==> src/rtl/mem_arb_ram_pkg.sv <==
// Shared defaults, request record and helpers for the arbitrated RAM.
package mem_arb_pkg;

    localparam int DEF_ADDR_W = 5;
    localparam int DEF_DATA_W = 8;
    localparam int DEF_NUM_CH = 2;
    localparam int MAX_CH     = 8;

    typedef struct packed {
        logic                  write;
        logic [DEF_ADDR_W-1:0] addr;
        logic [DEF_DATA_W-1:0] wdata;
    } mem_req_t;

    function automatic logic [MAX_CH-1:0] onehot(input int unsigned idx);
        return MAX_CH'(1) << idx;
    endfunction

endpackage

==> src/rtl/mem_arb_ram_if.sv <==
// Per-channel request handshake and shared read-response bus.
interface mem_arb_ram_if
    import mem_arb_pkg::*;
#(
    parameter int ADDR_W = DEF_ADDR_W,
    parameter int DATA_W = DEF_DATA_W,
    parameter int NUM_CH = DEF_NUM_CH
);
    logic [NUM_CH-1:0]             req_valid;
    logic [NUM_CH-1:0]             req_ready;
    logic [NUM_CH-1:0]             req_write;
    logic [NUM_CH-1:0][ADDR_W-1:0] req_addr;
    logic [NUM_CH-1:0][DATA_W-1:0] req_wdata;
    logic [NUM_CH-1:0]             rsp_valid;
    logic [DATA_W-1:0]             rsp_rdata;

    modport master (
        output req_valid, req_write, req_addr, req_wdata,
        input  req_ready, rsp_valid, rsp_rdata
    );

    modport slave (
        input  req_valid, req_write, req_addr, req_wdata,
        output req_ready, rsp_valid, rsp_rdata
    );
endinterface

==> src/rtl/mem_arb_ram_rr_arbiter.sv <==
// Round-robin arbiter: search begins one past the last granted channel and wraps.
module rr_arbiter
    import mem_arb_pkg::*;
#(
    parameter int N = DEF_NUM_CH
) (
    input  logic         clk,
    input  logic         rst,
    input  logic [N-1:0] req,
    input  logic         advance,
    output logic [N-1:0] gnt
);
    localparam int PTR_W = (N > 1) ? $clog2(N) : 1;
    localparam logic [PTR_W-1:0] LAST_CH = PTR_W'(N - 1);

    logic [PTR_W-1:0]  last_q;
    logic [PTR_W-1:0]  last_d;
    logic [PTR_W-1:0]  idx;
    logic [MAX_CH-1:0] oh;
    logic              found;

    // advance low blanks every grant and freezes the pointer
    always_comb begin
        last_d = last_q;
        idx    = '0;
        oh     = '0;
        found  = 1'b0;
        for (int k = 1; k <= N; k++) begin
            idx = PTR_W'((int'(last_q) + k) % N);
            if (!found && advance && req[idx]) begin
                found  = 1'b1;
                last_d = idx;
                oh     = onehot(32'(idx));
            end
        end
        gnt = oh[N-1:0];
    end

    always_ff @(posedge clk or posedge rst) begin
        if (rst) begin
            last_q <= LAST_CH;
        end else begin
            last_q <= last_d;
        end
    end
endmodule

==> src/rtl/mem_arb_ram.sv <==
// Single-port RAM shared by NUM_CH requesters; reads answer one cycle after grant.
module mem_arb_ram
    import mem_arb_pkg::*;
#(
    parameter int ADDR_W = DEF_ADDR_W,
    parameter int DATA_W = DEF_DATA_W,
    parameter int NUM_CH = DEF_NUM_CH
) (
    input  logic          clk,
    input  logic          rst,
    mem_arb_ram_if.slave  bus
);
    localparam int DEPTH = 2 ** ADDR_W;

    logic [NUM_CH-1:0] gnt;
    logic              any_gnt;
    logic              sel_write;
    logic [ADDR_W-1:0] sel_addr;
    logic [DATA_W-1:0] sel_wdata;
    logic [NUM_CH-1:0] rsp_valid_d;
    logic [NUM_CH-1:0] rsp_valid_q;
    logic [DATA_W-1:0] rsp_rdata_d;
    logic [DATA_W-1:0] rsp_rdata_q;
    logic [DATA_W-1:0] mem [DEPTH];

    // No grants while reset is held, so nothing is accepted during reset
    rr_arbiter #(.N(NUM_CH)) u_arb (
        .clk     (clk),
        .rst     (rst),
        .req     (bus.req_valid),
        .advance (!rst),
        .gnt     (gnt)
    );

    assign any_gnt = |gnt;

    always_comb begin
        sel_write = 1'b0;
        sel_addr  = '0;
        sel_wdata = '0;
        for (int i = 0; i < NUM_CH; i++) begin
            if (gnt[i]) begin
                sel_write = bus.req_write[i];
                sel_addr  = bus.req_addr[i];
                sel_wdata = bus.req_wdata[i];
            end
        end
    end

    // Reads see a write committed on the previous edge
    always_comb begin
        rsp_valid_d = '0;
        rsp_rdata_d = rsp_rdata_q;
        if (any_gnt && !sel_write) begin
            rsp_valid_d = gnt;
            rsp_rdata_d = mem[sel_addr];
        end
    end

    always_ff @(posedge clk or posedge rst) begin
        if (rst) begin
            rsp_valid_q <= '0;
            rsp_rdata_q <= '0;
        end else begin
            rsp_valid_q <= rsp_valid_d;
            rsp_rdata_q <= rsp_rdata_d;
        end
    end

    always_ff @(posedge clk) begin
        if (any_gnt && sel_write) begin
            mem[sel_addr] <= sel_wdata;
        end
    end

    assign bus.req_ready = gnt;
    assign bus.rsp_valid = rsp_valid_q;
    assign bus.rsp_rdata = rsp_rdata_q;
endmodule

==> src/flat_wrapper.sv <==
// flat-port wrapper written by rule: the top's interface ports become plain ports
module mem_arb_ram_flat import mem_arb_pkg::*;
#(
    parameter int ADDR_W = DEF_ADDR_W,
    parameter int DATA_W = DEF_DATA_W,
    parameter int NUM_CH = DEF_NUM_CH
)
  (clk, rst, bus_req_valid, bus_req_write, bus_req_addr, bus_req_wdata, bus_req_ready, bus_rsp_valid, bus_rsp_rdata);
  mem_arb_ram_if #(.ADDR_W(ADDR_W), .DATA_W(DATA_W), .NUM_CH(NUM_CH)) bus_i ();
  input  logic clk;
  input  logic rst;
  input wire logic [$bits(bus_i.req_valid)-1:0] bus_req_valid;
  input wire logic [$bits(bus_i.req_write)-1:0] bus_req_write;
  input wire logic [$bits(bus_i.req_addr)-1:0] bus_req_addr;
  input wire logic [$bits(bus_i.req_wdata)-1:0] bus_req_wdata;
  output wire logic [$bits(bus_i.req_ready)-1:0] bus_req_ready;
  output wire logic [$bits(bus_i.rsp_valid)-1:0] bus_rsp_valid;
  output wire logic [$bits(bus_i.rsp_rdata)-1:0] bus_rsp_rdata;
  assign bus_i.req_valid = bus_req_valid;
  assign bus_i.req_write = bus_req_write;
  assign bus_i.req_addr = bus_req_addr;
  assign bus_i.req_wdata = bus_req_wdata;
  assign bus_req_ready = bus_i.req_ready;
  assign bus_rsp_valid = bus_i.rsp_valid;
  assign bus_rsp_rdata = bus_i.rsp_rdata;
  mem_arb_ram #(.ADDR_W(ADDR_W), .DATA_W(DATA_W), .NUM_CH(NUM_CH)) u_core (.clk(clk), .rst(rst), .bus(bus_i));
endmodule
==> config.mk <==
export PLATFORM = sky130hd
export DESIGN_NAME = mem_arb_ram_flat
export DESIGN_NICKNAME = d
export VERILOG_FILES = /design/src/rtl/mem_arb_ram_pkg.sv /design/src/rtl/mem_arb_ram_if.sv /design/src/rtl/mem_arb_ram_rr_arbiter.sv /design/src/rtl/mem_arb_ram.sv /design/src/flat_wrapper.sv
export SDC_FILE = /design/constraint.sdc
export NUM_CORES = 1
export LEC_CHECK = 0
export CAP_MARGIN = 30
export CORE_MARGIN = 4
export CORE_UTILIZATION = 49
export CTS_BUF_LIST = sky130_fd_sc_hd__clkbuf_4 sky130_fd_sc_hd__clkbuf_8
export DETAILED_ROUTE_END_ITERATION = 16
export GPL_TIMING_DRIVEN = 1
export PLACE_DENSITY_LB_ADDON = 0.3
export SLEW_MARGIN = 20
export SYNTH_ARGS = -nofsm -noshare
export SYNTH_HDL_FRONTEND = slang
export SYNTH_HIERARCHICAL = 1
export SYNTH_SLANG_ARGS = --single-unit
==> constraint.sdc <==
create_clock -name clk -period 3.99 [get_ports clk]
set_input_delay 1.197 -clock clk [delete_from_list [all_inputs] [get_ports clk]]
set_output_delay 1.197 -clock clk [all_outputs]
set_load 0.01 [all_outputs]
# [Word level (Yosys, flattened, before mapping)]
# Memory sizes are Yosys's and may differ from the RTL's. A register that Yosys moved wholly into a read port is not among the register bits.
# Cells that the tools add are included.
[classes] n_addsub=2 magnitude_cmp=2 shift=2 n_mux=18 reduce_logical=10
[op_table] operator="$mux W8" n=2
[op_table] operator="$mux W1" n=11
[op_table] operator="$mux W5" n=2
[op_table] operator="$mux W2" n=3
[op_table] operator="$logic_and A1 B1 Y1" n=5
[op_table] operator="$lt A1 B2 Y1 const B" n=2
[op_table] operator="$shl A1 B1 Y2 const A" n=2
[op_table] operator="$logic_not A1 Y1" n=3
[op_table] operator="$add A1 B1 Y1 const B" n=2
[op_table] operator="$reduce_bool A2 Y1" n=1
[op_table] operator="$reduce_or A2 Y1" n=1
[word_totals] regBits=3 ram_bits=256 word_cells=37 memories=1
[memory_table] name="u_core.mem" words=32 width=8 read_ports=1 rd_ports_with_merged_regs=1 write_ports=1 line_no="mem_arb_ram.sv:24" text="logic [DATA_W-1:0] mem [DEPTH];"

# [Logic depth before layout (Yosys ltp)]
[depth] word_depth=14 depth_mapped=15 depth_no_buf=10

# [Cells and area by module]
# The synthesis kept the hierarchy.
[by_module_without_submodules] mod="mem_arb_ram" n_inst=1 cells_each=851 area_each_um2=10882.9
[by_module_without_submodules] mod="rr_arbiter" n_inst=1 cells_each=9 area_each_um2=66.3

# [Worst setup path after synthesis]
# No wires, ideal clock.
[synth_timing] kind="input to register" startpoint="input port rst" endpoint="memory u_core/mem[10][0] (netlist bit), enable pin" arrival_time_ns=3.584 setup_slack_ns=0.036 cell_stages=9 path_buffers=2 path_cell_list="inv_1 -> nand2_1 -> a21oi_1 -> nand3b_4 -> nand2_2 -> buf_2 -> buf_1 -> nand3_1 -> nor2_1"
[synth_via] elab_chain_cells=12
[synth_lines] item="from (decl)" line_no="flat_wrapper.sv:11" text="input logic rst;"
[synth_lines] item="$logic_not A1 Y1 (*)" line_no="mem_arb_ram.sv:31" text=".advance (!rst),"
[synth_lines] item="$logic_and A1 B1 Y1" line_no="mem_arb_ram_rr_arbiter.sv:30" text="if (!found && advance && req[idx]) begin"
[synth_lines] item="$mux W1" line_no="mem_arb_ram_rr_arbiter.sv:30"
[synth_lines] item="$logic_not A1 Y1" line_no="mem_arb_ram_rr_arbiter.sv:30"
[synth_lines] item="$logic_and A1 B1 Y1 (2 in a row)" line_no="mem_arb_ram_rr_arbiter.sv:30"
[synth_lines] item="$mux W2 (*)" line_no="mem_arb_ram_rr_arbiter.sv:30"
[synth_lines] item="net bus_req_ready[0]" line_no="flat_wrapper.sv:16" text="output wire logic [$bits(bus_i.req_ready)-1:0] bus_req_ready;"
[synth_lines] item="$mux W1 (2 in a row)" line_no="mem_arb_ram.sv:42" text="if (gnt[i]) begin"
[synth_lines] item="$logic_and A1 B1 Y1" line_no="mem_arb_ram.sv:71" text="if (any_gnt && sel_write) begin"
[synth_lines] item="$mux W1" line_no="mem_arb_ram.sv:71"
[synth_lines] item="$mux W1 (not written as such)" line_no="mem_arb_ram.sv:72" text="mem[sel_addr] <= sel_wdata;"
[synth_lines] item="to (decl)" line_no="mem_arb_ram.sv:24"
# Mark *: on every way through the listed nets, which the timed path passes. The rest lies on a longest branch.

# [Worst setup path after layout]
[layout_timing] startpoint="input port rst" endpoint="output port bus_req_ready[0]"
[layout_via] elab_chain_cells=7
[layout_lines] item="$logic_not A1 Y1 (*)" line_no="mem_arb_ram.sv:31"
[layout_lines] item="$logic_and A1 B1 Y1" line_no="mem_arb_ram_rr_arbiter.sv:30"
[layout_lines] item="$mux W1" line_no="mem_arb_ram_rr_arbiter.sv:30"
[layout_lines] item="$logic_not A1 Y1" line_no="mem_arb_ram_rr_arbiter.sv:30"
[layout_lines] item="$logic_and A1 B1 Y1 (2 in a row)" line_no="mem_arb_ram_rr_arbiter.sv:30"
[layout_lines] item="$mux W2 (*)" line_no="mem_arb_ram_rr_arbiter.sv:30"
[layout_lines] item="to (decl)" line_no="flat_wrapper.sv:16"
# Every way passes the cells marked *; elsewhere a longest branch is shown, timed or not.

==> out/results.tsv <==
metric	value	unit
ios	44	
finalCritPeriodShare	0.948	
slew_headroom	0.630	
synth_flop_cell	edfxtp_1	
multi_input_area	0.00270	mm²
power_frac_clock	0.362	
antenna_cells	0	
arrival	2.59	ns
die_x	157	µm
hp-start	u_core/u_arb/last_q	
synthToLayoutAreaGrowth	20.9	%
grt_use_met1	0.307	
stdcell_count	1309	
ctsHoldBuffers	0	
track_usage	0.219	
synth_top_area_share	0.702	
p_int	4.57	mW
synth.ff_latch_count	267	
required	2.79	ns
period_minus_slack	3.78	ns
end_kind	output pin	
worstSetupPathType	input pin to output pin	
reg2reg_from	u_core/u_arb/last_q	
drc	0	
cp-start-kind	input pin	
yosys_warnings	6	
clock-sinks	267	
routedWlPerCell	20.5	µm
worst_slack	0.208	ns
synthCells	860	
ant_nets	0	
seq_power_share	0.527	
max_freq	264	MHz
tightest_slew	0.555	ns
synth_nets	892	
combPwrFrac	0.111	
p_leak	4.87	nW
fin_area	0.0132	mm²
r2r-end	u_core/bus.rsp_rdata[5]	
status	complete, no violations	
synth_edf_count	256	
nets	1032	
seq_area_frac_synth	0.727	
postRouteWirelength	26900	µm
vias	7379	
tritoncts	done	
cts_inserted_buffers	42	
rows	54	
cts_max_level	2	
grt-ovfl-total	0	
clock_skew	0.0285	ns
pre_cts_slack	0.0131	ns
first_pass_iters	5	
rsz0062_at_grt	no	
grt_max_degree	36	
antenna_found_initial	0	
gp_congestion	0.831	
ys_types	39	
placedCellCount	1236	
nFillCells	1682	
p_sw_frac	0.238	
seqCellArea	0.00796	mm²
hpwl	17200	µm
worst-path-max-fanout	3	
gr-max-usage-layer	met2	
hold_viol	0	
r2r_slack	1.21	ns
met3_usage	0.0492	
holdPathEnd	u_core/u_arb/last_q	
clk_path_buf_depth	3	
max_cap_viol_count	0	
clkSlewWorstSetupHoldPaths	0.06	ns
finalSetupViolCount	0	
final_common_cell	edfxtp_1	
vias_per_cell	5.64	
grt_pass1_wl	41300	µm
rr_worst_depth	10	
dpl_cell_area	0.0125	mm²
coreArea	0.0219	mm²
final-max-slew-violation-count	0	
initial_utilization	0.500	
drive_gt1_frac	0.175	
cts_root_buf	clkbuf_8	
hold_depth	2	
hp-class	flip-flop to flip-flop	
power_switching	1.43	mW
dieHeight	157	µm
final_cell_mix	256 x edfxtp_1, 235 x nand2_1, 125 x nand3_1	
power_density	453	mW/mm²
io_buffers	43	
synthArstFlopShare	0.0412	
dieArea	0.0248	mm²
grt_pass1_vias	7096	
post-cts-setup-buffers	0	
drt_iter0_markers	662	
met2_usage	0.344	
yosys-top-cells-area	edfxtp_1 70%, nand2_1 8.1%, nand3_1 5.7%	
syn_area_per_cell	12.7	µm²
ir_drop	0.191	mV
insertion_delay	0.55	ns
yosys.area.top_type	edfxtp_1	
synth.cell_area	0.0109	mm²
cts_resized	0	
[cells by family after synthesis]
group           after synthesis  share of synthesized area
simple gates                439                      0.178
flops                       267                      0.727
compound gates               79                     0.0473
buf+inv                      55                     0.0272
mux                          20                     0.0206
[flip-flops by register name, indices dropped and copies added (netlist names)]
name                  flops
u_core/bus.rsp_rdata      8
u_core/bus.rsp_valid      2
u_core/mem              256
u_core/u_arb/last_q       1
[through the flow]
step / power [mW] / TNS, ns / hold WS (ns) / utilization
after floorplan: 3.55 / 0 / 0.470 / -
after global placement: 3.87 / -0.0290 / 0.491 / 0.569
after detailed placement: 3.88 / 0 / 0.503 / 0.569
after CTS: 6.05 / 0 / 0.511 / 0.605
after global routing: 6.24 / 0 / 0.532 / 0.605
final: 6.00 / 0 / 0.514 / 0.605
[layer usage]
metal / wire (µm) / vias up
met5: 0 / -
met1: 11500 / 3611
met2: 12400 / 312
met4: 693 / 0
li1: - / 3408
met3: 2270 / 48
[synthesized netlist by cell type, types with 8 or more instances]
library cell,count
a21oi_1,24
a22o_1,9
a31oi_1,10
and3_1,11
buf_2,26
clkbuf_1,8
dfrtp_1,10
edfxtp_1,256
mux2i_1,18
nand2_1,235
nand3_1,125
nor2_1,43
o21ai_0,16
[area by class of cell]
| class | instances | share of cell area |
|---|---|---|
| clock inverters | 21 | 0.00954 |
| clock buffers | 52 | 0.0498 |
| multi-input cells | 538 | 0.204 |
| inverters | 6 | 0.00170 |
| repair buffers | 145 | 0.107 |
| flip-flops and latches | 267 | 0.601 |
| well taps | 280 | 0.0265 |
[worst max-delay path, stage by stage]
cell and delay [ns]:
clkdlybuf4s50_1 0.43, inv_1 0.10, nand2_1 0.05, a21oi_1 0.22, clkdlybuf4s50_1 0.59
[worst max path at each step]
| stage | startpoint | end | slack (ns) | cells after the start |
|---|---|---|---|---|
| finish | rst | bus_req_ready[0] | 0.21 | 5 |
| global route | rst | bus_req_ready[0] | 0.14 | 5 |
| CTS | rst | bus_req_ready[1] | 0.21 | 5 |
| detailed placement | rst | u_core/bus.rsp_rdata[1] | 0.01 | 13 |
| global placement | rst | u_core/bus.rsp_rdata[1] | -0.02 | 13 |
| floorplan | rst | u_core/mem[10][0] | 0.04 | 9 |
[power groups by stage]
stage / registers [mW] / clock network, mW / logic, mW
after detailed placement: 3.22 / 0 / 0.663
after CTS: 3.16 / 2.22 / 0.666
after global placement: 3.22 / 0 / 0.654
after global routing: 3.16 / 2.36 / 0.718
final: 3.16 / 2.17 / 0.667
after floorplan: 3.23 / 0 / 0.320
No activity file was read; power rests on OpenSTA's default activity.
==> edit, RTL diff (same flow settings) <==
The package constant `DEF_DATA_W` goes from 8 to 6.
--- a/src/rtl/mem_arb_ram_pkg.sv
+++ b/src/rtl/mem_arb_ram_pkg.sv
@@ -4,3 +4,3 @@
     localparam int DEF_ADDR_W = 5;
-    localparam int DEF_DATA_W = 8;
+    localparam int DEF_DATA_W = 6;
     localparam int DEF_NUM_CH = 2;
Interface: changed (resized bus_req_wdata and bus_rsp_rdata); port bits go from 44 to 38. The function was not compared with the original's and may differ.
==> edit against the unedited design <==
- power fell by 20%
- sequential cell count down 66
- clock skew decreased by 7.2 ps
- first-iteration DRC count decreased by 11%
- final area shrank 24%
- via count decreased by 23%
- worst setup slack got worse by 150 ps
- non-clock buffer count is 32 lower
- area after synthesis is 25% lower
- sequential share of layout area is 0.77 points lower
- wire length decreased by 19%
- critical endpoint unchanged
- highest routed layer unchanged
==> edit: results (changes against the unedited design) <==
outcome = finished clean
Layout Skew = 21.3 ps (-7.22 ps)
gr usage total = 23.4% (+1.4 points)
Worst Path Arrival = 2740 ps (+150 ps)
Cell Area, Placed = 9370 um^2 (-25%)
Post-Syn Nets = 611 (-32%)
Async SR Flop Fraction = 4.48% (+0.36 points)
drt via density = 6.04 (+7.2%)
slew margin rel. = 55.5% (-7.5 points)
CTS buffer count = 34 (-19%)
iteration count of the initial detailed-routing pass = 5 (unchanged)
global-route wire length before repair = 32.7 mm (-21%)
largest net degree at the start of global routing = 58 (+61%)
Critical-path top delay cell = clkdlybuf4s50_1
Reg clk slew, reported paths = 60 ps (about the same)
number of global-route vias before repair = 5563 (-22%)
layout cells sized above 1 = 21.3% (+3.8 points)
top cells by area, synth = edfxtp_1 70%, nand2_1 4.7%, dfrtp_1 2.4%
later-pin clock latency in the skew report = 510 ps (-40 ps)
DR WL met2 = 10.1 mm (-18%)
Largest register FFs = 192 (-25%)
Peak VDD IR = 236 uV (+24%)
Nets = 724 (-30%)
Ys Warns = 6 (unchanged)
CTS HTree Levels = 2 (unchanged)
initial antenna violation count = 0 (unchanged)
WL met1 = 8.73 mm (-24%)
Crit Path Max Fanout = 4 (+1)
routed wl met3 = 2.05 mm (-9.8%)
post-synth cell types = 55 (+41%)
Most flops, register = u_core/mem
synth cell count leaders = 192 x edfxtp_1, 104 x nand2_1, 42 x nor2_1
hpwl dp = 13.8 mm (-20%)
Placer Congestion = 0.922 (+11%)
slowest cell delay on critical path = 610 ps (+20 ps)
total wire length = 21.7 mm (-19%)
delay-heaviest family, CP = buffers and inverters
clk buf depth = 3 (unchanged)
Hold Path Class = flip-flop to flip-flop
DR top layer = met4
root buf cell = clkbuf_8
register area share after synthesis = 72.7% (about the same)
P_leak = 0.00357 uW (-27%)
Post-synth EDFFs = 192 (-25%)
Port Buffer Count = 37 (-14%)
DRT iter0 DRCs = 591 (-11%)
edit: cell types whose count changed in the layout (fill, tap and decap cells not counted), moves of 12 or more:
cell and change:
and3_1 +12, nand3_1 -114, buf_4 -16, edfxtp_1 -64, mux2i_1 -12, nand2_1 -133, a211oi_1 +20, o21ai_0 -14
edit: metrics by stage:
stage | util (%) | hold slack, ps | std cells | setup WS, ps | total power, uW
floorplan | - | 470 | 583 | 308 | 2670
global placement | 56.7 | 491 | 880 | -159 | 2900
detailed placement | 56.7 | 516 | 880 | -245 | 2910
CTS | 61.0 | 524 | 940 | 75.0 | 4800
global route | 61.1 | 567 | 940 | 26.8 | 4940
finish | 61.1 | 534 | 941 | 54.8 | 4770
edit: cell families (layout without fill, tap and decap cells):
logic type,Yosys count,after routing,share of synthesized area [%]
multiplexers,9,9,1.55
other,0,1,0
buffers and inverters,43,180,2.73
AND/OR/NAND/NOR,198,198,10.7
flip-flops,201,201,72.7
AO/OA/AOI/OAI,132,132,12.4
edit: path summary, 6_finish.rpt:
check | start | end | slack [ps] | cells after the start
setup / recovery | bus_req_valid[0] | bus_req_ready[0] | 50 | 4
hold / removal | u_core/u_arb/last_q | u_core/u_arb/last_q | 530 | 2
setup reg to reg | u_core/u_arb/last_q | u_core/bus.rsp_rdata[2] | 1070 | 10
hold reg to reg | u_core/u_arb/last_q | u_core/u_arb/last_q | 530 | 2
max in group asynchronous | rst | u_core/bus.rsp_valid[0] | 2760 | 3
min in group asynchronous | rst | u_core/u_arb/last_q | 1020 | 2
edit: worst reg2reg max path: cells and delay by family (launching register included):
family / cells / cell delay [ps]
and+or+nand+nor: 2 / 470
DFF: 1 / 570
buffers and inverters: 3 / 400
AOI/OAI and AO/OA: 5 / 1320
edit: per-layer routing:
metal  up-vias  global-route usage [%]
li1       2491                       -
met1      2820                    31.7
met2       323                    36.3
met3        51                    5.70
met4         0                    9.71
met5         -                       0
edit: cell type report:
class / instances / area (um^2)
fill: 1258 / 6430
clock buffer: 54 / 662
timing repair buffer: 113 / 1040
clock inverter: 6 / 51.3
multi-input combinational: 339 / 2040
inverter: 7 / 26.3
tap: 220 / 275
sequential: 201 / 5990
antenna: 1 / 2.50
edit: timing repair:
action                                 CTS  global route
resized for setup                        0             1
setup endpoints to repair                0             1
endpoints found under the hold margin    0             0
buffers inserted                         0             0
edit: where the power goes:
| part | switching (uW) | internal [uW] | total [uW] | leakage (uW) |
|---|---|---|---|---|
| combinational | 294 | 195 | 489 | 0.00131 |
| sequential | 27.8 | 2360 | 2390 | 0.00187 |
| clock | 783 | 1110 | 1900 | 0.000381 |
